### config.mk
export PLATFORM = sky130hd
export DESIGN_NAME = la_capture_ctrl_flat
export DESIGN_NICKNAME = d
export VERILOG_FILES = /design/src/rtl/la_pkg.sv /design/src/rtl/la_capture_ctrl_if.sv /design/src/rtl/la_trig_match.sv /design/src/rtl/la_capture_ctrl.sv /design/src/flat_wrapper.sv
export SDC_FILE = /design/constraint.sdc
export NUM_CORES = 1
export LEC_CHECK = 0
export BUFFER_PORTS_ARGS = -buffer_cell sky130_fd_sc_hd__buf_4
export CAP_MARGIN = 20
export CORE_MARGIN = 2
export CORE_UTILIZATION = 52
export DETAILED_ROUTE_END_ITERATION = 10
export GPL_TIMING_DRIVEN = 0
export PLACE_DENSITY_LB_ADDON = 0.1
export SYNTH_ARGS = -nofsm -noshare
export SYNTH_HDL_FRONTEND = slang
export SYNTH_HIERARCHICAL = 1
export SYNTH_SLANG_ARGS = --single-unit
### constraint.sdc
create_clock -name rdclk_i -period 6.4 [get_ports rdclk_i]
set_input_delay 0.96 -clock rdclk_i [delete_from_list [all_inputs] [get_ports rdclk_i]]
set_output_delay 0.96 -clock rdclk_i [all_outputs]
set_load 0.03 [all_outputs]
### src/rtl/la_pkg.sv
// Shared definitions for the logic-analyzer capture path.
// Used by the capture controller, the sample buffer and the status register block.
package la_pkg;

  localparam int LA_M     = 16;  // default sample/word width
  localparam int LA_CNT_W = 16;  // default post-trigger counter width
  localparam int LA_ST_W  = 3;   // width of the encoded status state

  // Encoding is visible to software through the status readout; keep values fixed.
  typedef enum logic [LA_ST_W-1:0] {
    ST_IDLE    = 3'd0,
    ST_ARMED   = 3'd1,
    ST_CAPTURE = 3'd2,
    ST_DONE    = 3'd3,
    ST_ERROR   = 3'd4
  } la_state_e;

  // A capture is in progress while waiting for, or storing after, the trigger.
  function automatic logic st_busy(input la_state_e s);
    return (s == ST_ARMED) || (s == ST_CAPTURE);
  endfunction

endpackage

### src/rtl/la_capture_ctrl_if.sv
// Sampler/buffer side bundle of the capture controller.
// master: the controller (consumes samples, drives the buffer write port).
// slave:  the environment (sampler front end + buffer).
interface la_capture_ctrl_if
  import la_pkg::*;
#(
  parameter int M = LA_M
);
  logic [M-1:0] sample;
  logic         sample_vld;
  logic         buf_overflow;
  logic [M-1:0] word_out;
  logic         word_stb;

  modport master (
    input  sample,
    input  sample_vld,
    input  buf_overflow,
    output word_out,
    output word_stb
  );

  modport slave (
    output sample,
    output sample_vld,
    output buf_overflow,
    input  word_out,
    input  word_stb
  );
endinterface

### src/rtl/la_trig_match.sv
// Combinational trigger matcher: masked level compare, plus an optional
// per-bit edge requirement against the previous valid sample.
// Build option: TRIG_EDGE_EN enables the edge term; otherwise edge_i is ignored.
module la_trig_match
  import la_pkg::*;
#(
  parameter int M = LA_M
)(
  input  logic [M-1:0] sample_i,
  input  logic [M-1:0] prev_i,
  input  logic         prev_vld_i,
  input  logic [M-1:0] mask_i,
  input  logic [M-1:0] value_i,
  input  logic [M-1:0] edge_i,
  output logic         hit_o
);

  logic lvl_ok;
  logic edge_ok;

  assign lvl_ok = (((sample_i ^ value_i) & mask_i) == '0);

`ifdef TRIG_EDGE_EN
  // Every edge-qualified bit must differ from the previous sample; with no
  // history yet, only an empty edge set can pass.
  assign edge_ok = (edge_i == '0) ||
                   (prev_vld_i && (((~(sample_i ^ prev_i)) & edge_i) == '0));
`else
  logic unused_edge;
  assign unused_edge = ^{prev_i, prev_vld_i, edge_i};
  assign edge_ok     = 1'b1;
`endif

  assign hit_o = lvl_ok && edge_ok;

endmodule

### src/rtl/la_capture_ctrl.sv
// Logic-analyzer capture sequencer: arm, wait for trigger, then push the
// trigger sample plus post_count further samples into the circular buffer
// via a paced word/strobe write port.
// Build option: TRIG_EDGE_EN adds edge-qualified triggering with a history register.
module la_capture_ctrl
  import la_pkg::*;
#(
  parameter int M      = LA_M,
  parameter int CNT_W  = LA_CNT_W,
  parameter int STB_HI = 2,
  parameter int GAP    = 4
)(
  input  logic                rdclk_i,
  input  logic                nreset_i,
  input  logic                en_i,
  input  logic                arm_i,
  input  logic                abort_i,
  input  logic [M-1:0]        trig_mask_i,
  input  logic [M-1:0]        trig_value_i,
  input  logic [M-1:0]        trig_edge_i,
  input  logic [CNT_W-1:0]    post_count_i,
  la_capture_ctrl_if.master   bus,
  output logic                busy_o,
  output logic                done_o,
  output logic                err_o,
  output logic [LA_ST_W-1:0]  state_o
);

  // Gap timer: loaded with GAP-1 on a strobe rise, counts down to 0.
  // Zero means the next rise may happen on the following edge.
  localparam int              TW       = $clog2(GAP + 1);
  localparam logic [TW-1:0]   TMR_LOAD = TW'(GAP - 1);
  localparam logic [TW-1:0]   STB_LAST = TW'(GAP - STB_HI);

  la_state_e        state_q, state_d;
  logic [CNT_W-1:0] cnt_q, cnt_d;
  logic [TW-1:0]    tmr_q, tmr_d;
  logic             stb_q, stb_d;
  logic [M-1:0]     word_q, word_d;
  logic             err_q, err_d;

  logic             gap_free;
  logic             start;
  logic             hit;
  logic [M-1:0]     prev_s;
  logic             prev_vld_s;

  assign gap_free = (tmr_q == '0);

  la_trig_match #(.M(M)) u_match (
    .sample_i   (bus.sample),
    .prev_i     (prev_s),
    .prev_vld_i (prev_vld_s),
    .mask_i     (trig_mask_i),
    .value_i    (trig_value_i),
    .edge_i     (trig_edge_i),
    .hit_o      (hit)
  );

  // Next-state, counter, error and strobe-start decisions.
  // A trigger seen while a previous strobe's gap window is still open (only
  // possible right after abort/overflow) is not taken, so the trigger sample
  // is always the first word actually written.
  always_comb begin
    state_d = state_q;
    cnt_d   = cnt_q;
    err_d   = err_q;
    start   = 1'b0;
    if (abort_i) begin
      state_d = ST_IDLE;
    end else begin
      case (state_q)
        ST_IDLE, ST_DONE, ST_ERROR: begin
          if (arm_i) begin
            state_d = ST_ARMED;
            cnt_d   = post_count_i;
            err_d   = 1'b0;
          end
        end
        ST_ARMED: begin
          if (bus.buf_overflow) begin
            state_d = ST_ERROR;
            err_d   = 1'b1;
          end else if (bus.sample_vld && hit && gap_free) begin
            state_d = ST_CAPTURE;
            start   = 1'b1;
          end
        end
        ST_CAPTURE: begin
          if (bus.buf_overflow) begin
            state_d = ST_ERROR;
            err_d   = 1'b1;
          end else if (cnt_q == '0) begin
            // All words issued; finish once the last strobe and its gap are over.
            if (gap_free) state_d = ST_DONE;
          end else if (bus.sample_vld) begin
            if (gap_free) begin
              start = 1'b1;
              cnt_d = cnt_q - CNT_W'(1);
            end else begin
              err_d = 1'b1;  // sample lost: buffer port still busy
            end
          end
        end
        default: state_d = ST_IDLE;
      endcase
    end
  end

  // Write-port pacing: word latched at strobe start, strobe held STB_HI cycles.
  always_comb begin
    word_d = start ? bus.sample : word_q;
    tmr_d  = start ? TMR_LOAD : (gap_free ? tmr_q : tmr_q - TW'(1));
    stb_d  = start | (stb_q & (tmr_q > STB_LAST));
  end

  // State and datapath registers; en_i freezes everything, reset overrides it.
  always_ff @(posedge rdclk_i) begin
    if (!nreset_i) begin
      state_q <= ST_IDLE;
      cnt_q   <= '0;
      tmr_q   <= '0;
      stb_q   <= 1'b0;
      word_q  <= '0;
      err_q   <= 1'b0;
    end else if (en_i) begin
      state_q <= state_d;
      cnt_q   <= cnt_d;
      tmr_q   <= tmr_d;
      stb_q   <= stb_d;
      word_q  <= word_d;
      err_q   <= err_d;
    end
  end

`ifdef TRIG_EDGE_EN
  logic [M-1:0] prev_q, prev_d;
  logic         hist_q, hist_d;

  // Edge history restarts on every entry to ARMED; each valid sample seen
  // while ARMED becomes the reference for the next one.
  always_comb begin
    prev_d = prev_q;
    hist_d = hist_q;
    if (state_q != ST_ARMED && state_d == ST_ARMED) begin
      hist_d = 1'b0;
    end else if (state_q == ST_ARMED && bus.sample_vld) begin
      prev_d = bus.sample;
      hist_d = 1'b1;
    end
  end

  // History registers follow the same reset/enable rules as the main state.
  always_ff @(posedge rdclk_i) begin
    if (!nreset_i) begin
      prev_q <= '0;
      hist_q <= 1'b0;
    end else if (en_i) begin
      prev_q <= prev_d;
      hist_q <= hist_d;
    end
  end

  assign prev_s     = prev_q;
  assign prev_vld_s = hist_q;
`else
  assign prev_s     = '0;
  assign prev_vld_s = 1'b0;
`endif

  assign bus.word_out = word_q;
  assign bus.word_stb = stb_q;
  assign busy_o       = st_busy(state_q);
  assign done_o       = (state_q == ST_DONE);
  assign err_o        = err_q;
  assign state_o      = state_q;

endmodule

### src/flat_wrapper.sv
// flat-port wrapper written by rule: the top's interface ports become plain ports
module la_capture_ctrl_flat import la_pkg::*;
#(
  parameter int M      = LA_M,
  parameter int CNT_W  = LA_CNT_W,
  parameter int STB_HI = 2,
  parameter int GAP    = 4
)
  (rdclk_i, nreset_i, en_i, arm_i, abort_i, trig_mask_i, trig_value_i, trig_edge_i, post_count_i, busy_o, done_o, err_o, state_o, bus_sample, bus_sample_vld, bus_buf_overflow, bus_word_out, bus_word_stb);
  la_capture_ctrl_if #(.M(M)) bus_i ();
  input  logic rdclk_i;
  input  logic nreset_i;
  input  logic en_i;
  input  logic arm_i;
  input  logic abort_i;
  input  logic [M-1:0] trig_mask_i;
  input  logic [M-1:0] trig_value_i;
  input  logic [M-1:0] trig_edge_i;
  input  logic [CNT_W-1:0] post_count_i;
  output logic busy_o;
  output logic done_o;
  output logic err_o;
  output logic [LA_ST_W-1:0] state_o;
  input wire logic [$bits(bus_i.sample)-1:0] bus_sample;
  input wire logic [$bits(bus_i.sample_vld)-1:0] bus_sample_vld;
  input wire logic [$bits(bus_i.buf_overflow)-1:0] bus_buf_overflow;
  output wire logic [$bits(bus_i.word_out)-1:0] bus_word_out;
  output wire logic [$bits(bus_i.word_stb)-1:0] bus_word_stb;
  assign bus_i.sample = bus_sample;
  assign bus_i.sample_vld = bus_sample_vld;
  assign bus_i.buf_overflow = bus_buf_overflow;
  assign bus_word_out = bus_i.word_out;
  assign bus_word_stb = bus_i.word_stb;
  la_capture_ctrl #(.M(M), .CNT_W(CNT_W), .STB_HI(STB_HI), .GAP(GAP)) u_core (.rdclk_i(rdclk_i), .nreset_i(nreset_i), .en_i(en_i), .arm_i(arm_i), .abort_i(abort_i), .trig_mask_i(trig_mask_i), .trig_value_i(trig_value_i), .trig_edge_i(trig_edge_i), .post_count_i(post_count_i), .bus(bus_i), .busy_o(busy_o), .done_o(done_o), .err_o(err_o), .state_o(state_o));
endmodule
# Word-level counts from Yosys, hierarchy flattened
# Index checks and enable logic that the tools add are counted.
[classes]
add_sub_neg = 2
order_cmp = 1
n_eq_ne = 18
muxes = 31
bitwise = 5
n_reduce_logical = 15
[ops]
columns = ["operator", "count"]
rows = [
  ["2-to-1 mux 16 bit", 5],
  ["logical NOT 16 bit", 2],
  ["one-hot mux 16 bit (2 select lines)", 1],
  ["2-to-1 mux 3 bit", 9],
  ["bitwise AND 16 bit", 1],
  ["AND reduction 8 bit", 2],
  ["subtractor 16 x 1 -> 16 bit, second input constant", 1],
  ["XOR 16 bit", 1],
  ["2-to-1 mux 1 bit", 13],
  ["!= test 2 bit, second input constant", 6],
  ["!= test 3 bit, second input constant", 4],
  ["!= test 4 x 3 -> 1 bit, second input constant", 3],
  ["one-hot mux 3 bit (3 select lines)", 1],
  ["== test 3 x 2 -> 1 bit, second input constant", 2],
  ["logical NOT 3 bit", 2],
  ["AND reduction 5 bit", 1],
  ["AND reduction 2 bit", 2],
  ["== test 3 x 1 -> 1 bit, second input constant", 1],
  ["== test 3 bit, second input constant", 1],
  ["> comparator 3 x 2 -> 1 bit, second input constant", 1],
  ["one-hot mux 1 bit (3 select lines)", 1],
  ["nonzero test 3 bit", 1],
  ["OR reduction 3 bit", 1],
  ["subtractor 3 x 1 -> 3 bit, second input constant", 1],
  ["8 further kinds", 9],
]
[word_totals]
regBits = 40
inputBits = 87
out_inout_bits = 23
elab_cells = 78

# Longest topological paths before layout
# Gate-level depths: netlist of the first run.
[logic_depth]
word_depth = 11
depth_mapped = 11
depth_no_buf = 9

# By module
# Netlist of the first run, hierarchy kept.
[modules_own_cells]
columns = ["mod", "n_inst", "cells_each", "area_per_inst_um2", "seq_area_each_um2"]
rows = [
  ["la_capture_ctrl", 1, 296, 2339.7, 800.8],
  ["la_trig_match", 1, 27, 216.5, 0.0],
]

# Worst setup path before layout of the first run
# OpenSTA, ideal clock, no wires.
[synth_path]
path_type = "input -> register"
start = "input trig_value_i[5]"
end = "register u_core.word_q[2] (netlist: u_core/bus.word_out[2])"
setup_ns = 0.069
t_arrival_ns = 2.673
required_time_ns = 6.331
path_slack_ns = 3.658
stages = 11
path_buffers = 2
cell_sequence = "xor2_1 a22oi_1 nand4_1 nor2_1 nand3b_1 a2111oi_0 o31a_1 buf_2 buf_2 nand3_1 o21ai_1"
[synth_via]
elab_chain_len = 10
[synth_lines]
columns = ["element", "line_no", "rtl"]
rows = [
  ["start: declaration", "flat_wrapper.sv:17", "input logic [M-1:0] trig_value_i;"],
  ["XOR 16 bit", "la_trig_match.sv:21", "assign lvl_ok = (((sample_i ^ value_i) & mask_i) == '0);"],
  ["bitwise AND 16 bit", "la_trig_match.sv:21", ""],
  ["logical NOT 16 bit", "la_trig_match.sv:21", ""],
  ["net u_core.hit", "la_capture_ctrl.sv:44", "logic hit;"],
  ["logical AND 1 bit (2 in series)", "la_capture_ctrl.sv:84", "end else if (bus.sample_vld && hit && gap_free) begin"],
  ["2-to-1 mux 1 bit", "la_capture_ctrl.sv:84", ""],
  ["2-to-1 mux 1 bit", "la_capture_ctrl.sv:81", "if (bus.buf_overflow) begin"],
  ["one-hot mux 1 bit (2 select lines)", "la_capture_ctrl.sv:72", "case (state_q)"],
  ["2-to-1 mux 1 bit", "la_capture_ctrl.sv:69", "if (abort_i) begin"],
  ["AND reduction 2 bit (no source line)", "-", ""],
  ["end signal: assignment", "la_capture_ctrl.sv:131", "word_q <= word_d;"],
  ["end: declaration", "la_capture_ctrl.sv:39", "logic [M-1:0] word_q, word_d;"],
]
# The timed path passes the listed nets, and every way through them passes these cells.
# A chain may end at the register's enable or synchronous reset.

# Final worst setup path of the first run
[layout_path]
start = "input trig_value_i[9]"
end = "register u_core.word_q[1] (netlist: u_core/bus.word_out[1])"
# Same word-level chain as after synthesis.

==> impl_metrics.toml, run 1 <==
[min_path]
min_path_type = "reg2reg"
whs_path_depth = 2
min_from = "u_core/bus.word_out[5]$_SDFFE_PN0P_"
holdPathEnd = "u_core/bus.word_out[5]$_SDFFE_PN0P_"

[sta]
min_period_ns = 3.12
final_max_slew_viol_count = 0
skew_ns = 0.00792
hold_viol = 0
fmax_ghz = 0.320
whs_ns = 0.451
tns_ns = 0
setup_viol = 0
grt_setup_unrepaired = "false"
fin_crit_sh = 0.488
fin_ws_ns = 3.28
tightest_slew_ns = 0.624
max-slew-margin-rel = 0.582

[route]
ant_nets = 0
drt_iter0_drc = 332
drc = 0
vias = 2855
wl_per_cell_um = 15.3
first_pass_iters = 5
vias_per_cell = 5.85
wirelength_mm = 7.45

[clock_network]
cts_tree = "done"
cts_buffers = 5
cts-resized-gates = 0
root_buffer = "clkbuf_8"
cts.hold.buffers_added = 0
cts_sinks = 40
clock_latency_ns = 0.30
post_cts_buffers = 0
htreeDepth = 2
cts_buffer_depth = 2
path_clk_slew_ns = 0.08

[global_routing]
grt_max_degree = 13
grt_pass1_vias = 2532
grt-ovfl-total = 0
antenna_found_initial = 0
grt_pass1_wl_mm = 11.9
grt_usage = 0.280

[yosys]
synth_area_mm2 = 0.00255
syn_inst = 322
synth_warnings = 6
syn_nets = 414
avgSynthCellArea_um2 = 7.93

[layout]
fillers = 402
antenna_cells = 0
final_common_cell = "buf_4"
seqCellArea_um2 = 801
area_delta_synth_final_pct = 33.7
layout_common_cells = "91 x buf_4, 40 x dfxtp_1, 30 x nand2_1"
finish.instance_area_mm2 = 0.00341
drive_gt1_frac = 0.278
final_nets = 512
multi_input_area_mm2 = 0.00158

[pwr]
p_per_area_mw_per_mm2 = 215
p_clk_frac = 0.242
ir_drop_v = 0.000219
p_leak_nw = 1.43
seqPwrFrac = 0.382
p_sw_frac = 0.363
switching_power_mw = 0.267
cellInternalPower_mw = 0.468
p_comb_frac = 0.376
p_total_mw = 0.735

[floorplan]
die-height_um = 74.1
ios = 110
start_util = 0.540
dieArea_mm2 = 0.00548
die_w_um = 74.1
core_mm2 = 0.00472
rows = 25

[setup_path]
r2r_cells = 7
r2r_end = "u_core/cnt_q[13]$_SDFFE_PN0P_"
cp_max_fo = 10
worstPathRequired_ns = 6.63
crit_arrival_ns = 3.36
path_class = "in2reg"
timing.rr.start = "u_core/state_o[0]$_SDFFE_PN0P_"
end_kind = "register"
r2r_setup_slack_ns = 4.07
startpoint_type = "input port"

[placed_design]
pre_cts_ws_ns = 3.01
placed_area_mm2 = 0.00332
gp_congestion = 0.898
dp_hpwl_mm = 5.71
port_buffers = 91

[run]
maxCapViolCount = 0

[status]
outcome = "completed"
[final cells by class]
| type | count | share of cell area |
|---|---|---|
| Clock buffer | 6 | 0.0242 |
| Clock inverter | 2 | 0.00293 |
| Buffer | 22 | 0.0370 |
| Inverter | 12 | 0.0132 |
| Multi-Input combinational cell | 248 | 0.463 |
| Timing Repair Buffer | 91 | 0.200 |
| Tap cell | 67 | 0.0246 |
| Sequential cell | 40 | 0.235 |
[state kept, by name (all words and copies together), names as in the netlist]
signal and count:
u_core/bus.word_stb 1, u_core/cnt_q 16, u_core/state_o 3, u_core/bus.word_out 16
u_core/err_o 1, u_core/tmr_q 3
[worst max-delay path, stage by stage]
cell,delay [ns]
buf_4,0.11
xor2_1,0.15
a22oi_1,0.23
nand4_1,0.18
nor2_1,0.26
nand3b_1,0.11
a2111oi_0,0.44
o31a_1,0.19
buf_2,0.23
buf_2,0.26
nand3_1,0.13
o21ai_1,0.10
[power by group through the flow]
stage	combinational [mW]	clock (mW)	sequential [mW]
after floorplan	0.183	0	0.287
after global placement	0.265	0	0.285
after detailed placement	0.270	0	0.286
after CTS	0.273	0.182	0.280
after global routing	0.301	0.193	0.283
final	0.277	0.178	0.281
[through the flow]
| stage | instances | utilization |
|---|---|---|
| floorplan | 322 | - |
| global placement | 480 | 0.703 |
| detailed placement | 480 | 0.703 |
| CTS | 488 | 0.722 |
| global route | 488 | 0.722 |
| finish | 488 | 0.722 |
[worst max path at each step]
stage                          startpoint                                    to  slack (ns)  cells past startpoint
after floorplan           trig_value_i[5]   u_core/bus.word_out[2]$_SDFFE_PN0P_        3.66                     11
after global placement    trig_value_i[9]   u_core/bus.word_out[7]$_SDFFE_PN0P_        3.12                     12
after detailed placement  trig_value_i[9]   u_core/bus.word_out[7]$_SDFFE_PN0P_        3.01                     12
after CTS                 trig_value_i[9]   u_core/bus.word_out[7]$_SDFFE_PN0P_        3.32                     12
after global routing      trig_value_i[9]  u_core/bus.word_out[15]$_SDFFE_PN0P_        3.05                     12
final                     trig_value_i[9]   u_core/bus.word_out[1]$_SDFFE_PN0P_        3.28                     12
[layer usage]
metal / GRT usage / part of all wire
met2: 0.468 / 0.47
met4: 0.0727 / 0.0099
met1: 0.369 / 0.43
met5: 0 / 0
met3: 0.0596 / 0.089
(Power assumes the default switching activity.)
==> run 2: changes to the inputs <==
--- a/config.mk
+++ b/config.mk
@@ -8,7 +8,7 @@
 export BUFFER_PORTS_ARGS = -buffer_cell sky130_fd_sc_hd__buf_4
 export CAP_MARGIN = 20
 export CORE_MARGIN = 2
-export CORE_UTILIZATION = 52
+export CORE_UTILIZATION = 43
 export DETAILED_ROUTE_END_ITERATION = 10
 export GPL_TIMING_DRIVEN = 0
 export PLACE_DENSITY_LB_ADDON = 0.1
==> constraint.sdc (replaced) <==
create_clock -name rdclk_i -period 2.7 [get_ports rdclk_i]
set_input_delay 0.405 -clock rdclk_i [delete_from_list [all_inputs] [get_ports rdclk_i]]
set_output_delay 0.405 -clock rdclk_i [all_outputs]
set_load 0.03 [all_outputs]
==> run 2 against run 1 <==
  * Global-route usage is 4.3 points lower
  * Worst hold slack got worse by 0.093 ns
  * Flip-flop and latch count unchanged
  * Clock-buffer cell count shrank 1
  * Routed wire length grew 1.6%
  * Combinational power grew 140%
  * First-iteration DRC count is 48% lower
  * Non-clock buffer count unchanged
  * Critical path depth stayed put
  * Cell count up 1.0%
  * Critical endpoint is now u_core/bus.word_out[3]$_SDFFE_PN0P_
==> impl_metrics.toml, run 2 (synthesized netlist as in run 1, its figures left out) <==
[clock_network]
cts_buffer_depth = 2
root_buffer = "clkbuf_8"
cts_tree = "done"
post_cts_buffers = 0
cts_buffers = 5
cts_sinks = 40
htreeDepth = 2
clock_latency_ns = 0.29
path_clk_slew_ns = 0.07

[route]
vias = 2807
drt_iter0_drc = 173
wirelength_mm = 7.57
first_pass_iters = 4
drc = 0
vias_per_cell = 5.69
ant_nets = 0
wl_per_cell_um = 15.4

[setup_path]
cp_max_fo = 10
startpoint_type = "input port"
cpMostUsedCell = "buf_2"
cp_slowest_stage_delay_ns = 0.37
end_kind = "register"
path_class = "in2reg"
cp_slowest_cell = "a2111oi_2"
crit_arrival_ns = 2.63
path_cells = "buf_4 -> xor2_1 -> a22oi_1 -> nand4_1 -> nor2_2 -> nand3b_1 -> a2111oi_2 -> o31a_1 -> buf_2 -> buf_2 -> nand3_1 -> o21ai_1"
worstPathRequired_ns = 2.92

[min_path]
min_path_type = "in2reg"

[sta]
hold_viol = 0
max-slew-margin-rel = 0.580
skew_ns = 0.00675
tns_ns = 0
min_period_ns = 2.41
setup_viol = 0
fmax_ghz = 0.414
grt_setup_unrepaired = "false"
fin_crit_sh = 0.894
final_max_slew_viol_count = 0
whs_ns = 0.358
tightest_slew_ns = 0.628

[layout]
seqCellArea_um2 = 801
fillers = 571
final_nets = 512
area_delta_synth_final_pct = 33.5
final_common_cell = "buf_4"
antenna_cells = 0
multi_input_area_mm2 = 0.00159
drive_gt1_frac = 0.278
layout_common_cells = "91 x buf_4, 40 x dfxtp_1, 30 x nand2_1"
finish.instance_area_mm2 = 0.00341

[global_routing]
grt_max_degree = 11
grt-ovfl-total = 0
grt_usage = 0.237
grt_pass1_wl_mm = 12.2
antenna_found_initial = 0
grt_pass1_vias = 2629

[run]
maxCapViolCount = 0

[placed_design]
placed_area_mm2 = 0.00333
gp_congestion = 0.886
dp_hpwl_mm = 5.83
port_buffers = 91

[pwr]
p_total_mw = 1.68
p_per_area_mw_per_mm2 = 493
ir_drop_v = 0.000441
p_leak_nw = 1.42

[floorplan]
die_w_um = 81.0
start_util = 0.439
core_mm2 = 0.00582
rows = 28
die-height_um = 81.0
ios = 110
dieArea_mm2 = 0.00657

[status]
outcome = "completed"
==> run 2: cell types whose count changed in the layout (fill, tap and decap cells not counted), sizes merged <==
cell / before / now
clkinv: 3 / 1
clkbuf: 18 / 17
==> run 2: cell type report <==
type	instances	area share
repair buffers	91	0.201
inverters	12	0.0132
clock buffers	5	0.0202
multi-input cells	248	0.466
plain buffers	22	0.0371
flip-flops and latches	40	0.235
well taps	75	0.0275
==> run 2: metal layers <==
metal  global-route usage  vias up  share of wire  wire, um
li1                     -     1379              -         -
met1                0.303     1317           0.44      3310
met2                0.397       97           0.47      3550
met3               0.0511       14          0.074       561
met4               0.0797        0          0.018       140
met5                    0        -              0         0
==> run 2: worst max-delay path: cells and delay by family <==
kind                      cells  cell delay [ns]
xor gates and xnor gates      1             0.15
AOI/OAI and AO/OA             4             0.88
buffers and inverters         3             0.59
and+or+nand+nor               4             0.58
==> run 2: final timing paths <==
check / from / endpoint / slack, ns / cells after the start
hold reg to reg: u_core/bus.word_out[5]$_SDFFE_PN0P_ / u_core/bus.word_out[5]$_SDFFE_PN0P_ / 0.45 / 2
hold / removal: bus_sample[2] / u_core/bus.word_out[2]$_SDFFE_PN0P_ / 0.36 / 3
setup reg to reg: u_core/state_o[0]$_SDFFE_PN0P_ / u_core/cnt_q[9]$_SDFFE_PN0P_ / 0.32 / 7
setup / recovery: trig_value_i[9] / u_core/bus.word_out[3]$_SDFFE_PN0P_ / 0.29 / 12
==> run 2: stage by stage <==
| step | instances | setup slack, ns | util |
|---|---|---|---|
| finish | 493 | 0.286 | 0.586 |
| global route | 493 | 0.0243 | 0.586 |
| CTS | 493 | 0.150 | 0.584 |
| detailed placement | 488 | -0.124 | 0.573 |
| global placement | 488 | -0.0903 | 0.573 |
| floorplan | 322 | 0.513 | - |
==> run 2: power breakdown <==
group          switching (mW)  internal (mW)
clock                   0.192          0.167
sequential             0.0356          0.629
combinational           0.379          0.278
total                   0.607           1.07
==> run 2: repair_timing <==
| item | in CTS | in global routing |
|---|---|---|
| hold buffers | 0 | 0 |
| setup endpoints to repair | 0 | 10 |
| resized for setup | 0 | 3 |
